<file path="src/rtl/multicycle_ctrl_fsm.sv">
// Multi-cycle control sequencer for an RV32I subset datapath sharing one memory port.
module multicycle_ctrl_fsm #(
  parameter int unsigned TIMEOUT = 16,
  parameter int unsigned CNT_W   = 32
) (
  input  logic             clk,
  input  logic             reset,
  input  logic             run,
  input  logic [6:0]       instr_opcode,
  input  logic             alu_zero,
  input  logic             mem_ready,
  output logic             mem_req,
  output logic             mem_read,
  output logic             mem_write,
  output logic             iord,
  output logic             ir_write,
  output logic             pc_write,
  output logic             pc_src,
  output logic             alusrc,
  output logic [1:0]       aluop,
  output logic             branch,
  output logic             reg_write,
  output logic             memtoreg,
  output logic             trap,
  output logic [CNT_W-1:0] retired,
  output logic [2:0]       state_o
);

  localparam int unsigned WAIT_W = (TIMEOUT > 1) ? $clog2(TIMEOUT) : 1;

  localparam logic [6:0] OP_R    = 7'b0110011;
  localparam logic [6:0] OP_LW   = 7'b0000011;
  localparam logic [6:0] OP_SW   = 7'b0100011;
  localparam logic [6:0] OP_BEQ  = 7'b1100011;
  localparam logic [6:0] OP_IMM  = 7'b0010011;

  typedef enum logic [2:0] {
    FETCH  = 3'd0,
    DECODE = 3'd1,
    EXEC   = 3'd2,
    MEM    = 3'd3,
    WB     = 3'd4,
    TRAP   = 3'd5
  } state_t;

  state_t            state, state_next;
  logic [6:0]        opcode_q;
  logic [WAIT_W-1:0] wait_cnt;

  logic       req_c, read_c, write_c, iord_c, ir_write_c, pc_write_c, pc_src_c;
  logic       alusrc_c, branch_c, reg_write_c, memtoreg_c, retire_c, timeout_c;
  logic [1:0] aluop_c;

  // Last allowed wait cycle: a missing mem_ready here sends the sequencer to TRAP.
  assign timeout_c = (TIMEOUT != 0) && (wait_cnt == WAIT_W'(TIMEOUT - 1));

  // State, latched opcode, wait counter and retirement counter.
  always_ff @(posedge clk or posedge reset) begin
    if (reset) begin
      state    <= FETCH;
      opcode_q <= 7'd0;
      wait_cnt <= '0;
      retired  <= '0;
    end else begin
      state <= state_next;
      if (ir_write_c) opcode_q <= instr_opcode;
      if (state_next != state)         wait_cnt <= '0;
      else if (req_c && !mem_ready)    wait_cnt <= wait_cnt + WAIT_W'(1);
      if (retire_c) retired <= retired + CNT_W'(1);
    end
  end

  // Next-state and strobe decode from state, latched opcode and handshake inputs.
  always_comb begin
    state_next  = state;
    req_c       = 1'b0;
    read_c      = 1'b0;
    write_c     = 1'b0;
    iord_c      = 1'b0;
    ir_write_c  = 1'b0;
    pc_write_c  = 1'b0;
    pc_src_c    = 1'b0;
    alusrc_c    = 1'b0;
    aluop_c     = 2'b00;
    branch_c    = 1'b0;
    reg_write_c = 1'b0;
    memtoreg_c  = 1'b0;
    retire_c    = 1'b0;
    case (state)
      FETCH: begin
        if (run) begin
          req_c  = 1'b1;
          read_c = 1'b1;
          if (mem_ready) begin
            ir_write_c = 1'b1;
            pc_write_c = 1'b1;
            state_next = DECODE;
          end else if (timeout_c) begin
            state_next = TRAP;
          end
        end
      end
      DECODE: begin
        case (opcode_q)
          OP_R, OP_LW, OP_SW, OP_BEQ, OP_IMM: state_next = EXEC;
          default:                            state_next = TRAP;
        endcase
      end
      EXEC: begin
        case (opcode_q)
          OP_R: begin
            aluop_c    = 2'b10;
            state_next = WB;
          end
          OP_IMM: begin
            alusrc_c   = 1'b1;
            state_next = WB;
          end
          OP_LW, OP_SW: begin
            alusrc_c   = 1'b1;
            state_next = MEM;
          end
          OP_BEQ: begin
            aluop_c    = 2'b01;
            branch_c   = 1'b1;
            pc_write_c = alu_zero;
            pc_src_c   = alu_zero;
            retire_c   = 1'b1;
            state_next = FETCH;
          end
          default: state_next = TRAP;
        endcase
      end
      MEM: begin
        req_c   = 1'b1;
        iord_c  = 1'b1;
        read_c  = (opcode_q == OP_LW);
        write_c = (opcode_q == OP_SW);
        if (mem_ready) begin
          if (opcode_q == OP_SW) begin
            retire_c   = 1'b1;
            state_next = FETCH;
          end else begin
            state_next = WB;
          end
        end else if (timeout_c) begin
          state_next = TRAP;
        end
      end
      WB: begin
        reg_write_c = 1'b1;
        memtoreg_c  = (opcode_q == OP_LW);
        retire_c    = 1'b1;
        state_next  = FETCH;
      end
      TRAP:    state_next = TRAP;
      default: state_next = TRAP;
    endcase
  end

  // Strobes are forced low for the whole time reset is held.
  assign mem_req   = req_c       & ~reset;
  assign mem_read  = read_c      & ~reset;
  assign mem_write = write_c     & ~reset;
  assign iord      = iord_c      & ~reset;
  assign ir_write  = ir_write_c  & ~reset;
  assign pc_write  = pc_write_c  & ~reset;
  assign pc_src    = pc_src_c    & ~reset;
  assign alusrc    = alusrc_c    & ~reset;
  assign aluop     = reset ? 2'b00 : aluop_c;
  assign branch    = branch_c    & ~reset;
  assign reg_write = reg_write_c & ~reset;
  assign memtoreg  = memtoreg_c  & ~reset;
  assign trap      = (state == TRAP) & ~reset;
  assign state_o   = state;

endmodule
</file>
<file path="config.mk">
export PLATFORM = sky130hd
export DESIGN_NAME = multicycle_ctrl_fsm
export DESIGN_NICKNAME = d
export VERILOG_FILES = /design/src/rtl/multicycle_ctrl_fsm.sv
export SDC_FILE = /design/constraint.sdc
export NUM_CORES = 1
export LEC_CHECK = 0
export ABC_AREA = 1
export BUFFER_PORTS_ARGS = -buffer_cell sky130_fd_sc_hd__clkbuf_2
export CAP_MARGIN = 20
export CORE_MARGIN = 8
export CORE_UTILIZATION = 35
export CTS_BUF_LIST = sky130_fd_sc_hd__clkbuf_4
export DETAILED_ROUTE_END_ITERATION = 8
export GPL_TIMING_DRIVEN = 0
export PLACE_DENSITY_LB_ADDON = 0.12
export SLEW_MARGIN = 20
export SYNTH_ARGS = -nofsm -noshare
export SYNTH_HDL_FRONTEND = slang
export SYNTH_SLANG_ARGS = --single-unit
</file>
<file path="constraint.sdc">
create_clock -name clk -period 2.4 [get_ports clk]
set_input_delay 0.12 -clock clk [delete_from_list [all_inputs] [get_ports clk]]
set_output_delay 0.12 -clock clk [all_outputs]
set_load 0.02 [all_outputs]
</file>
==> impl_metrics.toml <==
[outcome]
status = "finished clean"

[global_routing]
grt_pass1_wl_mm = 12.67
grt_usage_pct = 13.74
antenna_found_initial = 0
grt_pass1_vias = 2639
overflow = 0
grt_max_degree = 28

[finish]
diodes = 0
drive_above_1_share_pct = 26.04
fin_util_pct = 42.24
nets = 448
fin_area_um2 = 3401
n_fill_cell = 865
area_growth_pct = 19.89

[placement]
placed_area_um2 = 3296
dpl_worst_slack_ns = 0.5945
place_congestion = 0.8481
portBuffers = 60
place.detailed.hpwl_mm = 5.934

[die]
io_pins = 61
die_w_um = 106.0
num_rows = 33
die_y_um = 106.0
core_um2 = 8051
die-area_um2 = 11240
start_util_pct = 35.23

[clock_tree]
htreeDepth = 2
cts.sinks = 46
cts_tree = "done"
cts.path.max_buffers = 2
cts_buffers = 5
clk_latency_ns = 0.35
clkTransAtPathRegs_ns = 0.12
cts_root_buffer = "clkbuf_4"

[yosys]
yosys_warnings = 0
syn_nets = 375
yosysTopAreaCellShare_pct = 40.58
synth_edf_count = 0
avgSynthCellArea_um2 = 7.857
synth_most_common_cell = "nand2_1"
async_reset_ff_share_pct = 100.0
ys_seq_elements = 46
synth_commonest_cells = "76 x nand2_1, 52 x nor2_1, 46 x dfrtp_1, 38 x inv_1, 25 x xor2_1"
synthFlopType = "dfrtp_1"
synthCells = 361
synth_top_area_cell = "dfrtp_1"
yosysSeqAreaShare_pct = 40.58
synth_area_um2 = 2836
yosys-top-cells-area = "dfrtp_1 41%, nand2_1 10%, xor2_1 7.7%"
synth_cell_types = 33

[timing]
fin_skew_ns = 0.005313
drv_slew = 0
fin_crit_sh_pct = 89.05
whs_ns = 0.02419
setup_viol = 0
setup-tns-final_ns = 0
relSlewSlack_pct = 58.08
tightest_slew_ns = 0.6279
rsz0062_at_grt = "false"
fin_ws_ns = 0.2629
max_freq_mhz = 467.9
finalCriticalPeriod_ns = 2.137
hold_violations = 0

[setup_path]
startpoint_type = "flip-flop"
r2r_cells = 7
crit_fanout = 10
setup.worst_path.class = "flip-flop to output pin"
cp_data_arrival_time_ns = 2.02
crit_required_ns = 2.28
crit_path_end_kind = "output pin"

[route]
drc = 0
via_count = 2610
drt_wl_total_mm = 7.360
first_pass_iters = 4
via_per_inst = 4.842
drt.antenna.violating_nets = 0
drt-wirelength-per-cell_um = 13.65
dr.first_iter.drc_count = 97

[power_and_ir_drop]
leakagePower_nw = 1.661
power.density_nw_per_um2 = 349.5
max-vdd-ir-drop_mv = 0.1869

[worst_hold_path]
hold_class = "input pin to flip-flop"
whs_path_depth = 3

[run]
cap_violations = 0
==> layer usage <==
metal  wire length (µm)  up-vias  global-route usage, %
li1                   -     1319                      -
met3                344        6                  3.448
met4                 77        0                  3.417
met2               3370       46                  22.52
met5                  0        -                      0
met1               3568     1239                  17.66
==> stage by stage <==
| step | power [mW] | std cells |
|---|---|---|
| after detailed placement | 0.8308 | 527 |
| after CTS | 1.215 | 539 |
| final | 1.189 | 539 |
| after global routing | 1.243 | 539 |
| after floorplan | 0.8053 | 361 |
| after global placement | 0.8242 | 526 |
==> cells in the final DEF (no fill, tap or decap), types with 8 or more instances in the layout <==
| master | instances |
|---|---|
| nor3_1 | 13 |
| dfrtp_1 | 46 |
| clkbuf_2 | 60 |
| a21oi_1 | 8 |
| nor2_2 | 9 |
| nand3_1 | 12 |
| nand4_1 | 20 |
| o21ai_0 | 10 |
| nand2_1 | 76 |
| xor2_1 | 25 |
| nor2_1 | 51 |
| inv_1 | 37 |
==> registers in the layout, indices dropped and copies added, names as in the netlist <==
register	flops
wait_cnt	4
opcode_q	7
state_o	3
retired	32
==> final timing paths <==
| path | from | to | slack, ns |
|---|---|---|---|
| setup / recovery | state_o[1] | pc_write | 0.26 |
| hold / removal | instr_opcode[4] | opcode_q[4] | 0.02 |
| setup reg to reg | retired[19] | retired[24] | 0.62 |
| hold reg to reg | opcode_q[3] | opcode_q[3] | 0.52 |
| max in group asynchronous | reset | retired[27] | 1.41 |
| min in group asynchronous | reset | state_o[0] | 0.46 |
==> kinds of logic (layout without fill, tap and decap cells) <==
| kind of cell | after synthesis | in the layout | synth area share [%] |
|---|---|---|---|
| XOR/XNOR | 31 | 31 | 9.572 |
| AND/OR/NAND/NOR | 207 | 207 | 36.08 |
| flip-flops | 46 | 46 | 40.58 |
| multiplexers | 3 | 3 | 1.191 |
| AO/OA/AOI/OAI | 24 | 24 | 4.720 |
| buffers and inverters | 48 | 121 | 6.970 |
| adder cells (fa/ha/maj) | 2 | 2 | 0.8821 |
==> critical path, cell delays in order (launching register included) <==
cell and delay (ns):
dfrtp_1 0.50, nor2_2 0.23, nand3_2 0.13, inv_1 0.09, nand2_1 0.14, buf_2 0.23
a21oi_1 0.15, clkbuf_2 0.18
==> where the power goes <==
| group | internal [mW] | leakage (nW) | switching [mW] | total [mW] |
|---|---|---|---|---|
| Clock | 0.134 | 0.0322 | 0.235 | 0.369 |
| Sequential | 0.775 | 0.538 | 0 | 0.775 |
| Combinational | 0.0181 | 1.09 | 0.0266 | 0.0447 |
==> what timing repair did <==
item	4_1_cts	5_1_grt
buffers inserted	0	0
hold endpoints to repair	28	0
hold buffers	5	0
gates resized for setup	0	1
endpoints found under the setup margin	0	1
==> layout make-up <==
cell class | count | area (µm²) | share of cell area [%]
buffer | 4 | 32.53 | 0.9566
tap | 105 | 131.4 | 3.863
sequential | 46 | 1151 | 33.85
clock buffer | 7 | 52.55 | 1.545
timing repair buffer | 66 | 377.9 | 11.11
inverter | 44 | 165.2 | 4.857
multi-input combinational | 267 | 1490 | 43.82
No activity file was read; power rests on OpenSTA's default activity.
